**src/rtl/pipe_skid_buf.sv**
```systemverilog
// -----------------------------------------------------------------------------
// pipe_skid_buf
//
// Two-entry elastic pipeline register (skid buffer) with a valid/ready
// handshake on both sides. Every output is driven straight from a flop:
// i_ready depends only on the skid entry and o_valid/o_data only on the
// main entry. There is therefore no combinational path from o_ready to
// i_ready or from i_valid to o_valid, and one transfer per cycle is
// still possible while the downstream keeps o_ready high.
//
// Parameters:
//   DW       payload width in bits (default 32)
//
// Ports:
//   clk      clock, rising-edge active
//   rst_n    asynchronous active-low reset; clears both entries at once
//   i_valid  upstream presents a payload
//   i_ready  buffer can accept (registered, equals ~skid_valid)
//   i_data   upstream payload
//   o_valid  buffer presents a payload downstream (registered)
//   o_ready  downstream accepts
//   o_data   downstream payload, taken directly from the main register
//   flush    synchronous flush; exists only with PIPE_SKID_FLUSH_EN
//
// Build option:
//   PIPE_SKID_FLUSH_EN  when defined, adds the flush port. A flush clears
//                       both valid bits, leaves the data registers alone,
//                       and takes priority over any accept or pop in the
//                       same cycle.
// -----------------------------------------------------------------------------
module pipe_skid_buf #(
    parameter int DW = 32
) (
    input  logic          clk,
    input  logic          rst_n,
    input  logic          i_valid,
    output logic          i_ready,
    input  logic [DW-1:0] i_data,
    output logic          o_valid,
    input  logic          o_ready,
    output logic [DW-1:0] o_data
`ifdef PIPE_SKID_FLUSH_EN
    ,
    input  logic          flush
`endif
);

    // The state is encoded as {skid_valid, main_valid}, so it is just a view
    // of the two valid bits and there is no separate state register.
    typedef enum logic [1:0] {
        ST_EMPTY   = 2'b00,
        ST_BUSY    = 2'b01,
        ST_ILLEGAL = 2'b10,
        ST_FULL    = 2'b11
    } state_e;

    logic          r_main_valid;
    logic [DW-1:0] r_main_data;
    logic          r_skid_valid;
    logic [DW-1:0] r_skid_data;

    state_e        w_state;
    logic          w_acc;
    logic          w_pop;

    assign o_valid = r_main_valid;
    assign o_data  = r_main_data;
    assign i_ready = ~r_skid_valid;

    assign w_state = state_e'({r_skid_valid, r_main_valid});
    assign w_acc   = i_valid & i_ready;
    assign w_pop   = r_main_valid & o_ready;

    always_ff @(posedge clk or negedge rst_n) begin
        if (!rst_n) begin
            // NOTE: the data registers are reset too, so o_data reads 0
            // rather than X after reset and downstream logic never sees X.
            r_main_valid <= 1'b0;
            r_main_data  <= '0;
            r_skid_valid <= 1'b0;
            r_skid_data  <= '0;
`ifdef PIPE_SKID_FLUSH_EN
        end else if (flush) begin
            // A flush drops both entries. The data registers keep their
            // contents because they are don't-care while their valid is low.
            r_main_valid <= 1'b0;
            r_skid_valid <= 1'b0;
`endif
        end else begin
            // NOTE: non-blocking assignments make every branch read the
            // state from before this edge, e.g. main <- skid below uses the
            // old skid_data.
            case (w_state)
                ST_EMPTY: begin
                    if (w_acc) begin
                        r_main_valid <= 1'b1;
                        r_main_data  <= i_data;
                    end
                end
                ST_BUSY: begin
                    if (w_acc && w_pop) begin
                        // Pass-through: the new payload replaces the one leaving.
                        r_main_data <= i_data;
                    end else if (w_acc) begin
                        // Downstream stalled: park the new payload in the skid entry.
                        r_skid_valid <= 1'b1;
                        r_skid_data  <= i_data;
                    end else if (w_pop) begin
                        r_main_valid <= 1'b0;
                    end
                end
                ST_FULL: begin
                    // i_ready is low here, so only a pop can happen.
                    if (w_pop) begin
                        r_main_data  <= r_skid_data;
                        r_skid_valid <= 1'b0;
                    end
                end
                default: begin
                    // ST_ILLEGAL cannot be reached. If it ever is, drop both
                    // entries so the buffer returns to a known state.
                    r_main_valid <= 1'b0;
                    r_skid_valid <= 1'b0;
                end
            endcase
        end
    end

endmodule

```
**config.mk**
```make
export PLATFORM = sky130hd
export DESIGN_NAME = pipe_skid_buf
export DESIGN_NICKNAME = d
export VERILOG_FILES = /design/src/rtl/pipe_skid_buf.sv
export SDC_FILE = /design/constraint.sdc
export NUM_CORES = 1
export LEC_CHECK = 0
export CAP_MARGIN = 25
export CORE_MARGIN = 2
export CORE_UTILIZATION = 28
export CTS_BUF_LIST = sky130_fd_sc_hd__clkbuf_4 sky130_fd_sc_hd__clkbuf_8 sky130_fd_sc_hd__clkbuf_16
export CTS_CLUSTER_DIAMETER = 200
export DETAILED_ROUTE_END_ITERATION = 6
export PLACE_DENSITY = 0.57
export SLEW_MARGIN = 25
export SYNTH_ARGS = -nofsm -noshare
export SYNTH_HDL_FRONTEND = slang
export SYNTH_SLANG_ARGS = --single-unit
```
**constraint.sdc**
```tcl
create_clock -name clk -period 3.6 [get_ports clk]
set_clock_uncertainty 0.1 [all_clocks]
set_input_delay 0.72 -clock clk [delete_from_list [all_inputs] [get_ports clk]]
set_output_delay 0.72 -clock clk [all_outputs]
set_load 0.1 [all_outputs]
```
==> summary.md, run 1 <==
| Metric | Value |
|---|---|
| Endpoint class of the critical path | primary output |
| # clock sinks | 66 |
| Setup TNS after final layout | 0 ns |
| Final Hold Viols | 0 |
| Post-Synthesis Cell Area | between 2000 and 3000 um2 |
| Actual slew at the worst max-slew pin | 0.9738 ns |
| Flip-flop and latch area | 1652 um2 |
| Syn nets | 273 |
| Netlist cell types | 22 |
| CTS buffer count | 9 |
| Sequential element share of the synthesized area | 0.5658 |
| Clk_lat worst skew | ~0.34 ns |
| Vias in the first global route | 2151 |
| Layout Nets | 340 |
| Synthesized area per cell | between 10 and 15 um2 |
| DIE AREA | 11260 um2 |
| Remaining routing DRC violations | 0 |
| Finish-stage setup viols | 0 |
| Fin. max-slew vios | 0 |
| Largest net degree at the start of global routing | 67 |
| Ant diodes | 0 |
| CP required | 2.78 ns |
| DR vias/cell | 4.699 |
| # Post-CTS Setup Buffers | 0 |
| Rel. slew slack | 0.3487 |
| Grt total ovfl | 0 |
| Drt total wl | 6.726 mm |
| Worst min-delay path class | in -> async |
| Layout cells sized above 1 | 0.1111 |
| Tmin final | about 2.7 ns |
| Die Wd | around 110 um |
| Overall Global Routing Usage | 0.1269 |
| First-pass GRT wire length | 11.16 mm |
| Crit path max-delay family | buffers and inverters |
| Area Growth Syn to Fin | 33.90% |
| CTS root buffer | clkbuf_8 |
| Fin crit share | 0.7428 |
| Clock-pin transition on the worst setup and hold timing paths | 0.08 ns |
| Vias | ~2100 |
| # fillers | 1005 |
| WHS | between 0.3 and 0.4 ns |
| Initial antenna violation count | 0 |
| Post-DR wirelength/cell | 15.22 um |
| Setup crit start kind | flip-flop |
| Multi-input logic area | 1171 um2 |
| CP max stage delay | 1.15 ns |
| Levels on crit path | 1 |
| CP max FO | 2 |
| IO Port Bufs | between 60 and 70 |
| Mapped Cells | 234 |
| Status | finished, final reports clean |
| Cts hold-fix bufs | 0 |
| Final non-filler cell total | around 440 |
| GP Congestion | 0.6443 |
| Achievable clock frequency | 0.3739 GHz |
| IO Count | 70 |
| Core ar. | 10230 um2 |
| FP Rows | 37 |
| Slowest CP cell | clkdlybuf4s50_1 |
| Initial Utilization | 0.2853 |
| HPWL Detailed | around 4.2 mm |
| First drt pass iteration count | 4 |
| Arrival @ worst endpoint | 1.85 ns |
| Unrepaired setup endpoints after global routing | no |
| Clock buffer depth | 2 |
| TritonCTS clock tree | built |
| Worst path bufs/invs | 1 |
| Die H | 106.1 um |
| Max-Cap Viols | 0 |
| Synth warn | 0 |
| Post-cts resize count | 0 |
| R2r worst-path depth | 4 |
| Placed cell count | 426 |
| Synth Register Bits | 66 |
| WS Path Type | reg -> out |
| Htree depth | 3 |
| Iter 0 DRT Violations | 71 |
| Critical path cell sequence | clkdlybuf4s50_1 |
| Final ANT Viol Nets | 0 |
==> cell usage in the layout (no fill, tap or decap), drive strengths merged <==
cell           netlist  layout
dfrtp               66      66
o21ai               66      66
clkdlybuf4s50        0      63
mux2i               32      32
mux2                32      32
clkbuf               6      10
buf                 11      10
nor2                 3       3
a21oi                3       3
inv                  2       3
nand2                3       3
ha                   3       3
clkinv               0       3
and3                 2       2
nand2b               1       1
a22o                 1       1
nor2b                1       1
a41oi                1       1
or2                  1       1
bufinv               0       1
clkinvlp             0       1
==> state kept, by name (all words and copies together) (netlist names) <==
signal	count
o_data	32
r_skid_data	32
o_valid	1
r_skid_valid	1
==> metal layers <==
metal / GRT usage / vias to the layer above / wire length [um]
met5: 0 / - / 0
met4: 0.04229 / 0 / 61
met3: 0.04047 / 4 / 347
met2: 0.1850 / 48 / 3020
met1: 0.1776 / 1056 / 3296
li1: - / 969 / -
==> kinds of logic (layout without fill, tap and decap cells) <==
family / Yosys count / count (layout) / synth area share
simple gates: 11 / 11 / 0.02015
buf+inv: 19 / 91 / 0.03815
mux: 64 / 64 / 0.2332
fa+ha+maj: 3 / 3 / 0.01286
compound gates: 71 / 71 / 0.1299
flops: 66 / 66 / 0.5658
==> cell type report <==
type                    instances  share of cell area
clock buffers                  10             0.03521
well taps                     136             0.04353
inverters                       2            0.001921
repair buffers                 73              0.1805
flip-flops and latches         66              0.4225
clock inverters                 6             0.01665
multi-input cells             149              0.2996
==> path summary, 6_finish.rpt <==
kind / end / from / slack (ns)
setup / recovery: o_data[12] / o_data[12] / 0.93
hold / removal: r_skid_valid / rst_n / 0.38
setup reg to reg: r_skid_data[18] / o_valid / 1.37
hold reg to reg: r_skid_data[5] / r_skid_data[5] / 0.39
max in group asynchronous: r_skid_data[28] / rst_n / 2.44
min in group clk: r_skid_data[5] / r_skid_data[5] / 0.39
==> metrics by stage <==
step / utilization / setup slack (ns) / area [um2]
6_report: 0.3820 / 0.9258 / 3909
5_1_grt: 0.3820 / 0.8733 / 3909
4_1_cts: 0.3820 / 0.9056 / 3909
3_5_place_dp: 0.3622 / 0.6809 / 3706
3_3_place_gp: 0.3622 / 0.7138 / 3706
2_1_floorplan: - / 1.189 / 2919
==> cell usage after synthesis <==
| cell | instances | area share |
|---|---|---|
| nor2_1 | 3 | 0.0039 |
| nand2b_1 | 1 | 0.0021 |
| dfrtp_1 | 66 | 0.57 |
| a22o_4 | 1 | 0.0060 |
| buf_2 | 5 | 0.0086 |
| buf_6 | 3 | 0.012 |
| clkbuf_1 | 6 | 0.0077 |
| nand2_1 | 2 | 0.0026 |
| o21ai_1 | 32 | 0.055 |
| mux2_1 | 30 | 0.12 |
| nor2b_1 | 1 | 0.0021 |
| inv_1 | 2 | 0.0026 |
| mux2i_1 | 32 | 0.11 |
| nand2_2 | 1 | 0.0021 |
| and3_1 | 2 | 0.0043 |
| mux2_2 | 2 | 0.0077 |
| o21ai_0 | 34 | 0.058 |
| ha_1 | 3 | 0.013 |
| or2_4 | 1 | 0.0030 |
| buf_4 | 3 | 0.0077 |
| a21oi_1 | 3 | 0.0051 |
| a41oi_2 | 1 | 0.0056 |
Power of run 1 is left out: the tool's default activity adds up to more than one toggle a clock period on the data nets, which glitch-free logic cannot reach.
==> inputs of run 2 (changes only) <==
Settings changed: PLACE_DENSITY 0.57 to 0.59.
Clock period 3.6 ns to 2.3 ns, I/O delays scaled along.
==> run 2 against run 1 <==
- clock-buffer cell count is the same
- first-iteration DRC count grew 17%
- setup slack lost 0.56 ns
- non-clock buffer count grew 5
==> summary.md, run 2 (synthesis gave the netlist of run 1 again) <==
| Metric | Value |
|---|---|
| Status | finished, final reports clean (unchanged) |
| Post-cts resize count | 0 (unchanged) |
| Worst min-delay path class | in -> async (unchanged) |
| Finish-stage setup viols | 0 (unchanged) |
| First drt pass iteration count | 4 (unchanged) |
| FP Rows | 37 (unchanged) |
| Commonest non-fill, non-tap cell in the layout | dfrtp_1 (unchanged) |
| Clock-pin transition on the worst setup and hold timing paths | 0.08 ns (about the same) |
| Final Hold Viols | 0 (unchanged) |
| Fin crit share | 0.8415 |
| Remaining routing DRC violations | 0 (unchanged) |
| Endpoint class of the critical path | flip-flop (was primary output) |
| Cts hold-fix bufs | 0 (unchanged) |
| Multi-input logic area | 1171 um2 (unchanged) |
| DIE AREA | 11260 um2 (unchanged) |
| R2r startpoint | r_skid_valid (was o_valid) |
| Setup TNS after final layout | 0 ns (unchanged) |
| CP max FO | 32 (was 2) |
| GP Congestion | 0.7731 (was 0.6443) |
| Reg2reg end | o_data[9] (was r_skid_data[18]) |
| FF-to-FF setup slack | 0.36 ns (was 1.37 ns) |
| R2r worst-path depth | 6 (was 4) |
| Layout Nets | 345 (was 340) |
| Arrival @ worst endpoint | 2.05 ns (was 1.85 ns) |
| # Post-CTS Setup Buffers | 0 (unchanged) |
| Drt total wl | 6.337 mm (was 6.726 mm) |
| Htree depth | 3 (unchanged) |
| Setup crit start kind | flip-flop (unchanged) |
| Max-Cap Viols | 0 (unchanged) |
| IO Port Bufs | 69 (unchanged) |
| CP max stage delay | 0.45 ns (was 1.15 ns) |
| DR vias/cell | 4.584 (was 4.699) |
| # clock sinks | 66 (unchanged) |
| Critical path cell sequence | clkinvlp_4 > ha_1 > nor2_1 > a41oi_4 > or2_4 > o21ai_1 (was clkdlybuf4s50_1) |
| Initial antenna violation count | 0 (unchanged) |
| Vias in the first global route | 2028 (was 2151) |
| Post-DR wirelength/cell | 14.18 um (was 15.22 um) |
| Vias | 2049 (was 2077) |
| IO Count | 70 (unchanged) |
| Slowest CP cell | dfrtp_1 (was clkdlybuf4s50_1) |
| Worst path bufs/invs | 1 (unchanged) |
| Unrepaired setup endpoints after global routing | no (unchanged) |
| CTS root buffer | clkbuf_8 (unchanged) |
| Grt total ovfl | 0 (unchanged) |
| Clock buffer depth | 2 (unchanged) |
| Layout cells sized above 1 | 0.2251 (was 0.1111) |
| Area Growth Syn to Fin | 33.99% (was 33.90%) |
| Die Wd | 106.1 um (unchanged) |
| First-pass GRT wire length | 10.45 mm (was 11.16 mm) |
| HPWL Detailed | 4.187 mm (was 4.177 mm) |
| Flip-flop and latch area | 1653 um2 (was 1652 um2) |
| Rel. slew slack | 0.4354 (was 0.3487) |
| CP required | 2.41 ns (was 2.78 ns) |
| Iter 0 DRT Violations | 83 (was 71) |
| Clk_lat worst skew | 0.34 ns (about the same) |
| Actual slew at the worst max-slew pin | 0.8468 ns (was 0.9738 ns) |
| Largest net degree at the start of global routing | 67 (unchanged) |
| Final ANT Viol Nets | 0 (unchanged) |
| WS Path Type | reg -> reg (was reg -> out) |
| Die H | 106.1 um (unchanged) |
| Tmin final | 1.935 ns |
| Achievable clock frequency | 0.5167 GHz |
| Overall Global Routing Usage | 0.1209 (was 0.1269) |
| Initial Utilization | 0.2853 (unchanged) |
| Fin. max-slew vios | 0 (unchanged) |
| CTS buffer count | 9 (unchanged) |
| TritonCTS clock tree | built (unchanged) |
| Core ar. | 10230 um2 (unchanged) |
| # fillers | 1016 (was 1005) |
| Crit path max-delay family | simple AND/OR/NAND/NOR gates (was buffers and inverters) |
| Most frequent cells in the layout | dfrtp_1, buf_4, o21ai_0, clkdlybuf4s50_1 (was dfrtp_1, clkdlybuf4s50_1, o21ai_0) |
| Ant diodes | 0 (unchanged) |
==> run 2: changes by cell type in the layout (fill, tap and decap cells not counted) <==
cell | previous run | this run
inv_8 | 0 | 1
inv_6 | 1 | 2
clkinv_2 | 2 | 1
dfrtp_2 | 0 | 1
buf_12 | 0 | 2
inv_1 | 2 | 1
buf_4 | 10 | 42
clkdlybuf4s50_1 | 63 | 34
dfrtp_1 | 66 | 65
==> run 2: worst max path at each step <==
| stage | depth (start not counted) | from | to | slack, ns |
|---|---|---|---|---|
| floorplan | 6 | r_skid_valid | r_skid_data[10] | 0.02 |
| global placement | 6 | i_valid | r_skid_data[31] | 0.07 |
| detailed placement | 6 | i_valid | o_data[11] | 0.08 |
| CTS | 6 | r_skid_valid | o_data[9] | 0.33 |
| global route | 6 | r_skid_valid | o_data[4] | 0.19 |
| finish | 6 | r_skid_valid | o_data[9] | 0.36 |
==> run 2: final cells by class <==
class | count | area share
clock inverter | 6 | 0.01855
multi-input combinational | 149 | 0.2994
inverter | 2 | 0.002879
tap | 136 | 0.04351
timing repair buffer | 78 | 0.1779
clock buffer | 10 | 0.03519
sequential | 66 | 0.4226
==> run 2: stage by stage <==
stage | std cells | setup slack (ns) | utilization | instance area (um2) | hold slack [ns]
global route | 447 | 0.1906 | 0.3823 | 3911 | 0.1773
detailed placement | 431 | 0.07593 | 0.3617 | 3701 | 0.3747
floorplan | 234 | 0.01541 | - | 2924 | 0.06441
CTS | 447 | 0.3294 | 0.3823 | 3911 | 0.1439
global placement | 431 | 0.06584 | 0.3617 | 3701 | 0.3664
finish | 447 | 0.3646 | 0.3823 | 3911 | 0.1236
==> run 2: routing by layer <==
layer / GRT usage / up-vias / share of wire
li1: - / 984 / -
met1: 0.1618 / 1001 / 0.47
met2: 0.1804 / 54 / 0.46
met3: 0.03433 / 10 / 0.052
met4: 0.05639 / 0 / 0.019
met5: 0 / - / 0
Power of run 2 is left out for the same reason.
